$ cat src/rtl/bin2bcd_seq.sv
// bin2bcd_seq: iterative double-dabble binary-to-BCD converter with start/busy/done handshake.
module bin2bcd_seq #(
  parameter int WIDTH  = 8,
  parameter int DIGITS = 3
) (
  input  logic                  clk,
  input  logic                  rst_n,
  input  logic                  start,
  input  logic [WIDTH-1:0]      bin,
  output logic                  busy,
  output logic                  done,
  output logic [4*DIGITS-1:0]   bcd,
  output logic                  ovf
);
  localparam int BW = 4 * DIGITS;
  localparam int CW = $clog2(WIDTH + 1);
  typedef enum logic [1:0] {IDLE, ADJ, SHIFT} state_t;
  state_t          state;
  logic [WIDTH-1:0] sh_bin;
  logic [BW-1:0]    scratch;
  logic [BW-1:0]    adj;
  logic [CW-1:0]    cnt;
  logic             ovf_acc;
  logic             ovf_nxt;
  logic [BW-1:0]    scr_nxt;
  always_comb begin
    adj = scratch;
    for (int i = 0; i < DIGITS; i++)
      adj[4*i+:4] = scratch[4*i+:4] >= 4'd5 ? scratch[4*i+:4] + 4'd3 : scratch[4*i+:4];
  end
  assign scr_nxt = {scratch[BW-2:0], sh_bin[WIDTH-1]};
  assign ovf_nxt = ovf_acc | scratch[BW-1];
  always_ff @(posedge clk or negedge rst_n) begin
    if (!rst_n) begin
      state   <= IDLE;
      sh_bin  <= '0;
      scratch <= '0;
      cnt     <= '0;
      ovf_acc <= 1'b0;
      busy    <= 1'b0;
      done    <= 1'b0;
      bcd     <= '0;
      ovf     <= 1'b0;
    end else begin
      done <= 1'b0;
      case (state)
        IDLE: if (start) begin
          sh_bin  <= bin;
          scratch <= '0;
          cnt     <= CW'(WIDTH);
          ovf_acc <= 1'b0;
          busy    <= 1'b1;
          state   <= ADJ;
        end
        ADJ: begin
          scratch <= adj;
          state   <= SHIFT;
        end
        SHIFT: begin
          scratch <= scr_nxt;
          sh_bin  <= sh_bin << 1;
          ovf_acc <= ovf_nxt;
          cnt     <= cnt - 1'b1;
          if (cnt == CW'(1)) begin
            bcd   <= scr_nxt;
            ovf   <= ovf_nxt;
            done  <= 1'b1;
            busy  <= 1'b0;
            state <= IDLE;
          end else state <= ADJ;
        end
        default: state <= IDLE;
      endcase
    end
  end
endmodule

$ cat config.mk
export PLATFORM = sky130hd
export DESIGN_NAME = bin2bcd_seq
export DESIGN_NICKNAME = d
export VERILOG_FILES = /design/src/rtl/bin2bcd_seq.sv
export SDC_FILE = /design/constraint.sdc
export NUM_CORES = 1
export LEC_CHECK = 0
export BUFFER_PORTS_ARGS = -buffer_cell sky130_fd_sc_hd__buf_2
export CORE_AREA = 5 5 67 69
export DETAILED_ROUTE_END_ITERATION = 12
export DIE_AREA = 0 0 72 74
export GPL_TIMING_DRIVEN = 0
export PLACE_DENSITY = 0.81
export SLEW_MARGIN = 25
export SYNTH_ARGS = -nofsm -noshare
export SYNTH_HDL_FRONTEND = slang
export SYNTH_SLANG_ARGS = --single-unit
$ cat constraint.sdc
create_clock -name clk -period 5.5 [get_ports clk]
set_clock_uncertainty 0.2 [all_clocks]
set_input_delay 0.275 -clock clk [delete_from_list [all_inputs] [get_ports clk]]
set_output_delay 0.275 -clock clk [all_outputs]
set_load 0.02 [all_outputs]
## After elaboration in Yosys (flattened, before gate mapping)

Cells that the tools add are included.

- Flip-flop bits (word level): 42
- Output and inout port bits: 15
- Bits of input ports: 11
- Word-level logic and storage cells: 55

- Magnitude comparators: 3
- Bitwise logic cells: 1
- Reduce and logical (&&, ||, !) cells: 9
- Equality and inequality tests: 8
- Muxes and demuxes: 19
- Add/subtract/negate cells: 4

Operator list:

| cell | count |
|---|---|
| one-hot mux 12 bit (3 select lines) | 1 |
| 2-to-1 mux 4 bit | 4 |
| one-hot mux 8 bit (2 select lines) | 1 |
| adder 4 x 2 -> 4 bit, second input constant | 3 |
| greater-or-equal comparator 4 x 3 -> 1 bit, second input constant | 3 |
| 2-to-1 mux 12 bit | 1 |
| AND reduction 3 bit | 4 |
| inequality test 2 bit, second input constant | 5 |
| 2-to-1 mux 8 bit | 1 |
| one-hot mux 4 bit (2 select lines) | 1 |
| 2-to-1 mux 1 bit | 6 |
| one-hot mux 2 bit (3 select lines) | 1 |
| equality test 4 x 1 -> 1 bit, second input constant | 1 |
| one-hot mux 1 bit (2 select lines) | 2 |
| AND reduction 2 bit | 2 |
| subtractor 4 x 1 -> 4 bit, second input constant | 1 |
| nonzero test 3 bit | 1 |
| equality test 2 x 1 -> 1 bit, second input constant | 1 |
| equality test 2 bit, second input constant | 1 |
| logical NOT 2 bit | 1 |
| 2-to-1 mux 2 bit | 1 |
| nonzero test 2 bit | 1 |
| OR 1 bit | 1 |

## Longest topological paths before layout

Gate-level depths: netlist of run 1.

- Depth after elaboration: 3
- Mapped depth: 8
- Gate-level depth less buffers: 6

## Worst setup path after synthesis of run 1

Ideal clock, no wire load.

- Path kind: register -> register
- From: reg cnt[1]
- To: reg bcd[11]
- Clock period less this slack: 1812 ps
- Cell stages (with the launch flop): 8
- Setup time: 125 ps
- Data required time: 5175 ps
- Path buffers: 2
- Data arrival time: 1487 ps
- Setup slack: 3688 ps
- Cells stage by stage: dfrtp_1 inv_1 ha_1 nor3b_2 and2_1 buf_2 buf_6 mux2_2

- Word-level cells in the longest chain between the ends: 2

RTL lines:

| item | RTL line | text |
|---|---|---|
| from (decl) | 22 | `logic [CW-1:0] cnt;` |
| from (signal assigned) | 50 | `cnt <= CW'(WIDTH);` |
| from (signal assigned) | 63 | `cnt <= cnt - 1'b1;` |
| equality test 4 x 1 -> 1 bit | 64 | `if (cnt == CW'(1)) begin` |
| AND reduction 2 bit (no source line) | -- |  |
| to (signal assigned) | 65 | `bcd <= scr_nxt;` |
| to (decl) | 12 | `output logic [4*DIGITS-1:0] bcd,` |

Every way passes these cells.
A chain may end at the register's enable or synchronous reset.

## Final worst setup path of run 1

- From: reg cnt[1]
- To: reg bcd[5]

The elaborated chain is that of the path after synthesis.

==> summary.md, run 1 <==
| Metric | Value |
|---|---|
| Status | `finished, final reports clean` |
| Period utilization | `37.4%` |
| Endpoint class of the critical path | `flop` |
| Residual DRC count | `0` |
| Largest net degree at the start of global routing | `43` |
| Worst-path clk slew | `90 ps` |
| Die W | `72 µm` |
| Multi-input gate area | `1080 µm²` |
| Vias/cell | `5.92` |
| Syn. warnings | `0` |
| Met3 usage in global routing | `4.05%` |
| WP data arrival | `2050 ps` |
| Longest Clk Path Bufs | `2` |
| Startpoint types | `flop` |
| Mapped cell area | `2260 µm²` |
| Yosys cell types | `32` |
| Setup violations, final | `0` |
| Max-Cap Viols | `0` |
| Hold_ws | `185 ps` |
| GR Util met1 | `27.6%` |
| CTS H-Tree Depth | `2` |
| Total Power | `0.00135 W` |
| Ys async rst share | `100%` |
| HP Start | `bin[7]` |
| Clk root buf | `clkbuf_8` |
| Most repeated cell in the gate-level netlist after synthesis | `dfrtp_1` |
| Endpoints failing hold | `0` |
| Full die area | `5330 µm²` |
| Routed wire length | `4810 µm` |
| FF+latch area | `1050 µm²` |
| Worst r2r src | `cnt[1]$_DFFE_PN0P_` |
| Share of layout cells above drive strength 1 | `20.6%` |
| Buffers added on ports | `25` |
| Post-synth top cells | `dfrtp_1, o21ai_0, a21oi_1, inv_1` |
| LEAKAGE | `1.12 nW` |
| Hold depth | `4` |
| Worst Max-Slew Pin Slew | `533 ps` |
| EDFF count, synth | `0` |
| Gr ovfl total | `0` |
| CTS Sinks | `42` |
| Register area share after synthesis | `46.5%` |
| CP Data Required Time | `5490 ps` |
| Initial core utilization | `58.6%` |
| Yosys top cell area share | `46.5%` |
| First-pass GRT wire length | `8550 µm` |
| TritonCTS buffer count | `5` |
| RR Endpoint | `bcd[5]$_DFFE_PN0P_` |
| Synth Register Bits | `42` |
| Skew-Pair Late Insertion Delay | `300 ps` |
| Top FF cell, synth | `dfrtp_1` |
| 1st-pass router iterations | `4` |
| Floorplan core area | `3860 µm²` |
| Fin cells | `312` |
| Vias in the first global route | `1825` |
| R2R setup slack | `3440 ps` |
| Area contributors post-synth | `dfrtp_1, ha_1, o21ai_0` |
| DRT iter0 DRCs | `193` |
| Gate Count Post-Synth | `228` |
| Worst Reg-to-Reg Cells | `7` |
| CP Cell Sequence | `inv_1 > ha_1 > nor3b_2 > and2_1 > buf_2 > buf_6 > mux2_2` |
| Antenna-violating nets left | `0` |
| Placed insts | `303` |
| Most Crowded Layer GR | `met2` |
| FP Rows | `23` |
| Max stage delay on crit path | `400 ps` |
| GP Congestion | `0.854` |
| Pwr Density | `530 nW/µm²` |
| Pins over their slew limit | `0` |
| Peak supply drop | `323 µV` |
| Worst setup margin | `3440 ps` |
| Die height | `74 µm` |
| WL per Instance | `15.4 µm` |
| Total Routing Usage GR | `20.5%` |
| FMAX | `0.486 GHz` |
| RSZ-0062 raised after global routing | `false` |
| Synth Area per Inst | `9.92 µm²` |
| Setup TNS | `0 ps` |
| Number of diodes | `0` |
| Hold Crit Class | `in2reg` |
| WHS Endpoint | `sh_bin[7]$_DFFE_PN0P_` |
| Slowest CP cell | `dfrtp_1` |
| Placement Setup Slack | `3440 ps` |
| Worst Path Max Fanout | `10` |
| Setup CP Type | `reg2reg` |
| Largest area contributor in the netlist | `dfrtp_1` |
| Filler cell count | `327` |
| # IOs | `26` |
| Normalized max-slew margin | `64.5%` |
| Fin crit period | `2060 ps` |
| TritonCTS clock tree | `built` |
| Final HPWL DP | `3320 µm` |
| Grt met2 use | `31.7%` |
| Fin nets | `284` |
| Antenna violations before repair | `0` |
| Syn Nets | `251` |
| Vias | `1846` |
| Synthesis-to-finish area growth | `12.7%` |
[metal layers]
metal / part of all wire [%] / up-vias / wire length (µm)
li1: - / 897 / -
met1: 46 / 885 / 2210
met2: 46 / 54 / 2200
met3: 6.1 / 10 / 294
met4: 2.0 / 0 / 97
met5: 0 / - / 0
[state kept, by name, summed over array words and instances, names as in the netlist]
name     cells
bcd         12
busy         1
cnt          4
done         1
ovf          1
ovf_acc      1
scratch     12
sh_bin       8
state        2
[final cells by class]
type,count,share of cell area [%]
inverter,16,2.36
timing repair buffer,26,5.40
clock buffer,6,2.85
clock inverter,2,0.540
sequential,42,41.3
multi-input combinational,157,42.3
buffer,13,2.85
tap,50,2.46
[cell families after synthesis]
logic type / share of synthesized area, %
compound gates: 21.0
xor+xnor: 1.16
fa+ha+maj: 6.64
buf+inv: 5.87
flops: 46.5
mux: 5.98
simple gates: 12.8
[power breakdown]
| group | switching (W) | internal, W |
|---|---|---|
| clock | 0.000108 | 0.0000896 |
| sequential | 0.0000973 | 0.000411 |
| combinational | 0.000398 | 0.000245 |
| total | 0.000604 | 0.000745 |
[metrics by stage]
| step | util (%) | area (µm²) |
|---|---|---|
| after floorplan | - | 2260 |
| after CTS | 66.0 | 2540 |
| final | 66.1 | 2550 |
| after detailed placement | 63.5 | 2450 |
| after global placement | 63.5 | 2450 |
| after global routing | 66.1 | 2550 |
[cells in the final DEF (no fill, tap or decap), types with 9 or more instances in the layout]
cell type  instances
a21oi_1           17
a22oi_1            9
buf_2             28
dfrtp_1           42
ha_1              12
inv_1             15
mux2_2            12
nand2_1           12
nor2_1             9
o21ai_0           28
o41ai_1           10
[worst max path at each step]
stage / cells past startpoint / from / to
after CTS: 7 / cnt[1]$_DFFE_PN0P_ / bcd[5]$_DFFE_PN0P_
after global placement: 7 / cnt[1]$_DFFE_PN0P_ / bcd[2]$_DFFE_PN0P_
after global routing: 7 / state[0]$_DFFE_PN0P_ / sh_bin[4]$_DFFE_PN0P_
after floorplan: 7 / cnt[1]$_DFFE_PN0P_ / bcd[11]$_DFFE_PN0P_
final: 7 / cnt[1]$_DFFE_PN0P_ / bcd[5]$_DFFE_PN0P_
after detailed placement: 7 / cnt[1]$_DFFE_PN0P_ / bcd[5]$_DFFE_PN0P_
[critical path: cells and delay by family, from the launching register on]
kind,cells,cell delay (ps)
buffers and inverters,3,480
DFF,1,400
and+or+nand+nor,2,400
muxes,1,350
adders and majority gates,1,130
[what timing repair did]
| action | CTS | global route |
|---|---|---|
| endpoints found under the hold margin | 42 | 0 |
| buffers inserted | 0 | 0 |
| resized for setup | 0 | 0 |
| hold buffers | 1 | 0 |
No activity file was read; power rests on OpenSTA's default activity.
==> run 2: changes to the inputs <==
--- a/config.mk
+++ b/config.mk
@@ -6,11 +6,11 @@
 export NUM_CORES = 1
 export LEC_CHECK = 0
 export BUFFER_PORTS_ARGS = -buffer_cell sky130_fd_sc_hd__buf_2
-export CORE_AREA = 5 5 67 69
+export CORE_AREA = 5 5 69 71
 export DETAILED_ROUTE_END_ITERATION = 12
-export DIE_AREA = 0 0 72 74
+export DIE_AREA = 0 0 74 76
 export GPL_TIMING_DRIVEN = 0
-export PLACE_DENSITY = 0.81
+export PLACE_DENSITY = 0.77
 export SLEW_MARGIN = 25
 export SYNTH_ARGS = -nofsm -noshare
 export SYNTH_HDL_FRONTEND = slang
==> constraint.sdc (replaced) <==
create_clock -name clk -period 2.1 [get_ports clk]
set_clock_uncertainty 0.2 [all_clocks]
set_input_delay 0.105 -clock clk [delete_from_list [all_inputs] [get_ports clk]]
set_output_delay 0.105 -clock clk [all_outputs]
set_load 0.02 [all_outputs]
==> run 2 against run 1 <==
  * Via count increased by 0.11%
  * Non-clock buffer count increased by 1
  * Clock power increased to 3.2 times the previous value
  * Sequential cell count unchanged
  * Register-to-register slack got worse by 3300 ps
  * Critical path depth unchanged
  * Global-route usage decreased by 1.6 points
  * Sequential share of layout area decreased by 1.2 points
  * Utilization decreased by 3.2 points
  * Worst setup slack got worse by 3300 ps
  * Final cell count increased by 1.3%
==> summary.md, run 2 (synthesized netlist as in run 1, its figures left out) <==
| Metric | Value |
|---|---|
| Status | `finished, final reports clean` |
| WP data arrival | `1980 ps` |
| Psw | `0.00162 W` |
| Clock network fraction of total power | `16.6%` |
| FMAX | `0.499 GHz` |
| Antenna violations before repair | `0` |
| Setup CP Type | `reg2reg` |
| Metal1 wirelength | `2060 µm` |
| Regs by FF count | `bcd: 12 flops, scratch: 12 flops, sh_bin: 8 flops` |
| Antenna-violating nets left | `0` |
| Worst-path clk slew | `80 ps` |
| Period utilization | `95.5%` |
| Worst setup margin | `95.0 ps` |
| Buffers added on ports | `25` |
| Placed insts | `305` |
| Synthesis-to-finish area growth | `16.0%` |
| Residual DRC count | `0` |
| Full die area | `5620 µm²` |
| Pwr Density | `1430 nW/µm²` |
| Total Routing Usage GR | `18.9%` |
| # IOs | `26` |
| Wire length on met2 | `2460 µm` |
| Setup violations, final | `0` |
| Share of layout cells above drive strength 1 | `24.6%` |
| Hold Crit Class | `in2reg` |
| Endpoints failing hold | `0` |
| Most common cell after layout, fill and taps aside | `dfrtp_1` |
| Max-Cap Viols | `0` |
| Vias/cell | `5.85` |
| TritonCTS clock tree | `built` |
| Endpoint class of the critical path | `flop` |
| Vias | `1848` |
| Number of diodes | `0` |
| Placement Setup Slack | `41.8 ps` |
| Routed wire length | `4870 µm` |
| Total Power | `0.00375 W` |
| Floorplan core area | `4170 µm²` |
| FP Rows | `24` |
| DRT iter0 DRCs | `155` |
| CTS Sinks | `42` |
| Normalized max-slew margin | `65.1%` |
| Gate power share | `47.7%` |
| WL per Instance | `15.4 µm` |
| LEAKAGE | `1.15 nW` |
| Startpoint types | `flop` |
| Peak supply drop | `829 µV` |
| Gr ovfl total | `0` |
| Largest net degree at the start of global routing | `43` |
| Worst Path Max Fanout | `10` |
| Pint | `0.00213 W` |
| Top routing layer in use | `met4` |
| Clk root buf | `clkbuf_8` |
| Fin crit period | `2010 ps` |
| Sw frac | `43.3%` |
| 1st-pass router iterations | `4` |
| First-pass GRT wire length | `8540 µm` |
| TritonCTS buffer count | `5` |
| Worst Max-Slew Pin Slew | `524 ps` |
| Vias in the first global route | `1862` |
| CP Data Required Time | `2080 ps` |
| Final core utilization | `62.8%` |
| Die height | `76 µm` |
| Final HPWL DP | `3280 µm` |
| CTS H-Tree Depth | `2` |
| Register share of total power | `35.7%` |
| Most frequent cells in the layout | `dfrtp_1, o21ai_0, buf_2` |
| Pins over their slew limit | `0` |
| Fin nets | `286` |
| Longest Clk Path Bufs | `2` |
| Die W | `74 µm` |
| Setup TNS | `0 ps` |
| Filler cell count | `363` |
| WL met3 | `294 µm` |
| Skew-Pair Late Insertion Delay | `300 ps` |
| Fin cells | `316` |
| Initial core utilization | `54.2%` |
| GP Congestion | `0.798` |
## run 2: changes by cell type in the layout (fill, tap and decap cells not counted), sizes merged
cell,change
bufinv,+1
clkinvlp,+2
clkinv,-1
## run 2: layout make-up
cell class              instances  area (µm²)  share of cell area (%)
multi-input cells             157        1100                    42.1
flip-flops and latches         42        1050                    40.1
repair buffers                 27         145                    5.53
plain buffers                  13        80.1                    3.05
clock buffers                   5        68.8                    2.62
well taps                      52        65.1                    2.48
inverters                      16        63.8                    2.43
clock inverters                 3        40.0                    1.53
repair inverters                1        5.00                   0.191
## run 2: metrics by stage
stage               instance area [µm²]  hold slack (ps)
finish                             2620             10.4
global route                       2620             30.5
CTS                                2570             4.30
detailed placement                 2450             99.0
global placement                   2450             92.5
floorplan                          2260             -391
## run 2: per-layer routing
| layer | track usage [%] | vias up |
|---|---|---|
| met5 | 0 | - |
| met4 | 4.53 | 0 |
| met3 | 5.28 | 6 |
| met2 | 31.1 | 52 |
| met1 | 24.3 | 884 |
| li1 | - | 906 |
## run 2: worst max-delay path, cell delays in order (launching register included)
cell,delay [ps]
dfrtp_1,410
inv_1,90
ha_1,150
nor3b_4,240
and2_1,150
buf_4,160
buf_6,160
mux2_2,340
## run 2: power by group through the flow
stage / clock [W] / combinational [W] / sequential (W)
detailed placement: 0 / 0.00165 / 0.00134
finish: 0.000624 / 0.00179 / 0.00134
global placement: 0 / 0.00161 / 0.00133
floorplan: 0 / 0.00116 / 0.00138
global route: 0.000684 / 0.00202 / 0.00138
CTS: 0.000640 / 0.00167 / 0.00133
## run 2: worst paths after layout
path,start,endpoint,slack (ps),cells past startpoint
min in group asynchronous,rst_n,scratch[2]$_DFFE_PN0P_,130,2
max in group asynchronous,rst_n,bcd[0]$_DFFE_PN0P_,1210,2
setup reg to reg,cnt[1]$_DFFE_PN0P_,bcd[11]$_DFFE_PN0P_,90,7
hold reg to reg,bcd[5]$_DFFE_PN0P_,bcd[5]$_DFFE_PN0P_,300,1
hold / removal,bin[4],sh_bin[4]$_DFFE_PN0P_,10,4
setup / recovery,cnt[1]$_DFFE_PN0P_,bcd[11]$_DFFE_PN0P_,90,7
## run 2: what timing repair did
action,4_1_cts,5_1_grt
hold buffers,1,0
hold endpoints to repair,42,0
buffers inserted,0,1
endpoints found under the setup margin,0,26
resized for setup,0,15
==> run 3: changes to the inputs <==
--- a/config.mk
+++ b/config.mk
@@ -6,11 +6,11 @@
 export NUM_CORES = 1
 export LEC_CHECK = 0
 export BUFFER_PORTS_ARGS = -buffer_cell sky130_fd_sc_hd__buf_2
-export CORE_AREA = 5 5 69 71
+export CORE_AREA = 5 5 68 70
+export CTS_BUF_LIST = sky130_fd_sc_hd__clkbuf_8
 export DETAILED_ROUTE_END_ITERATION = 12
-export DIE_AREA = 0 0 74 76
-export GPL_TIMING_DRIVEN = 0
-export PLACE_DENSITY = 0.77
+export DIE_AREA = 0 0 73 75
+export PLACE_DENSITY = 0.79
 export SLEW_MARGIN = 25
 export SYNTH_ARGS = -nofsm -noshare
 export SYNTH_HDL_FRONTEND = slang
==> run 3 against run 2 <==
  * Fmax grew 5.6%
  * First-iteration DRC count grew 33%
  * Worst setup slack gained 110 ps
  * Largest cell class unchanged
==> summary.md, run 3 (synthesized netlist as in run 1, its figures left out) <==
| Metric | Value |
|---|---|
| Fin nets | `280` |
| Skew-Pair Late Insertion Delay | `300 ps` |
| Placed insts | `299` |
| Worst Reg-to-Reg Cells | `6` |
| Number of diodes | `0` |
| Setup TNS | `0 ps` |
| Die height | `75 µm` |
| CP delay by family, top | `compound AO/OA/AOI/OAI gates` |
| Gr ovfl total | `0` |
| Residual DRC count | `0` |
| CTS H-Tree Depth | `2` |
| FMAX | `0.527 GHz` |
| Fin crit period | `1900 ps` |
| Clk root buf | `clkbuf_8` |
| R2R setup slack | `200 ps` |
| Period utilization | `90.4%` |
| Synthesis-to-finish area growth | `13.8%` |
| GP Congestion | `0.789` |
| DRT iter0 DRCs | `206` |
| Full die area | `5480 µm²` |
| HP Start | `bin[1]` |
| Most frequent cells in the layout | `dfrtp_1, o21ai_0, buf_2` |
| Max stage delay on crit path | `410 ps` |
| Hold depth | `4` |
| Setup violations, final | `0` |
| Status | `finished, final reports clean` |
| FP Rows | `23` |
| Final HPWL DP | `3160 µm` |
| Antenna-violating nets left | `0` |
| Total Power | `0.00355 W` |
| Total Routing Usage GR | `19.1%` |
| First-pass GRT wire length | `8020 µm` |
| Slowest CP cell | `dfrtp_1` |
| Die W | `73 µm` |
| Fin cells | `308` |
| Crit path buffers/inverters | `1` |
| Vias | `1800` |
| WL per Instance | `15.0 µm` |
| Peak supply drop | `763 µV` |
| WHS Endpoint | `sh_bin[1]$_DFFE_PN0P_` |
| Buffers added on ports | `25` |
| CP Cell Sequence | `inv_1 > ha_1 > nand2b_1 > a21oi_1 > o21ai_0 > o41ai_1` |
| Antenna violations before repair | `0` |
| Most common cell after layout, fill and taps aside | `dfrtp_1` |
| Worst-path clk slew | `80 ps` |
| Vias in the first global route | `1678` |
| Floorplan core area | `3910 µm²` |
| Hold Crit Class | `in2reg` |
| WP data arrival | `1890 ps` |
| Longest Clk Path Bufs | `2` |
| Max-Cap Viols | `0` |
| Vias/cell | `5.84` |
| Worst r2r src | `state[1]$_DFFE_PN0P_` |
| Endpoint class of the critical path | `flop` |
| RR Endpoint | `scratch[6]$_DFFE_PN0P_` |
| Worst Path Max Fanout | `9` |
| 1st-pass router iterations | `4` |
| Endpoints failing hold | `0` |
| TritonCTS clock tree | `built` |
| Regs by FF count | `bcd: 12 flops, scratch: 12 flops, sh_bin: 8 flops` |
| TritonCTS buffer count | `5` |
| Share of layout cells above drive strength 1 | `22.1%` |
| RSZ-0062 raised after global routing | `false` |
| Pins over their slew limit | `0` |
| Pwr Density | `1380 nW/µm²` |
| Worst Max-Slew Pin Slew | `460 ps` |
| Routed wire length | `4630 µm` |
| Initial core utilization | `57.8%` |
| LEAKAGE | `1.14 nW` |
| # IOs | `26` |
| Setup CP Type | `reg2reg` |
| Normalized max-slew margin | `69.3%` |
| CTS Sinks | `42` |
| Startpoint types | `flop` |
| CP Data Required Time | `2090 ps` |
| Largest net degree at the start of global routing | `43` |
==> run 3: how the worst max path moves through the flow <==
stage	endpoint	slack, ps	startpoint	cells past startpoint
6_report	scratch[6]$_DFFE_PN0P_	200	state[1]$_DFFE_PN0P_	6
5_1_grt	scratch[9]$_DFFE_PN0P_	7	state[1]$_DFFE_PN0P_	6
4_1_cts	scratch[2]$_DFFE_PN0P_	70	state[1]$_DFFE_PN0P_	6
3_5_place_dp	scratch[2]$_DFFE_PN0P_	140	state[1]$_DFFE_PN0P_	6
3_3_place_gp	bcd[1]$_DFFE_PN0P_	260	cnt[1]$_DFFE_PN0P_	6
2_1_floorplan	bcd[11]$_DFFE_PN0P_	290	cnt[1]$_DFFE_PN0P_	7
==> run 3: per-stage QoR <==
step / hold WS [ps] / setup WS, ps / utilization (%) / cell area, µm²
detailed placement: -104 / 142 / 63.1 / 2470
floorplan: -391 / 288 / - / 2260
global route: 21.3 / 6.93 / 65.8 / 2570
global placement: -105 / 260 / 63.1 / 2470
CTS: 7.17 / 65.2 / 65.7 / 2570
finish: 6.03 / 201 / 65.8 / 2570
==> run 3: layer usage <==
metal / vias up / wire length [µm] / GRT usage [%]
met5: - / 0 / 0
met4: 0 / 98 / 8.40
met3: 12 / 233 / 5.07
met1: 856 / 2140 / 26.7
met2: 43 / 2160 / 28.1
li1: 889 / - / -
==> run 3: cell type report <==
| cell class | instances | area (µm²) |
|---|---|---|
| fillers | 321 | 1340 |
| multi-input cells | 157 | 1080 |
| flip-flops and latches | 42 | 1050 |
| repair buffers | 35 | 228 |
| clock buffers | 6 | 82.6 |
| well taps | 50 | 62.6 |
| inverters | 16 | 60.1 |
| clock inverters | 2 | 8.76 |
==> run 3: timing repair <==
item,CTS,global route
endpoints found under the setup margin,0,3
buffers inserted,0,0
hold buffers,1,0
hold endpoints to repair,42,0
gates resized for setup,0,1
==> run 3: worst register-to-register path, stage by stage (launching register included) <==
cell and delay [ps]:
dfrtp_1 410, inv_1 100, ha_1 340, nand2b_1 120, a21oi_1 390, o21ai_0 150, o41ai_1 80
==> run 3: power breakdown <==
group / total, W / internal [W] / switching [W]
logic: 0.00169 / 0.000668 / 0.00102
registers: 0.00134 / 0.00108 / 0.000260
clock network: 0.000528 / 0.000260 / 0.000268
total: 0.00355 / 0.00201 / 0.00155
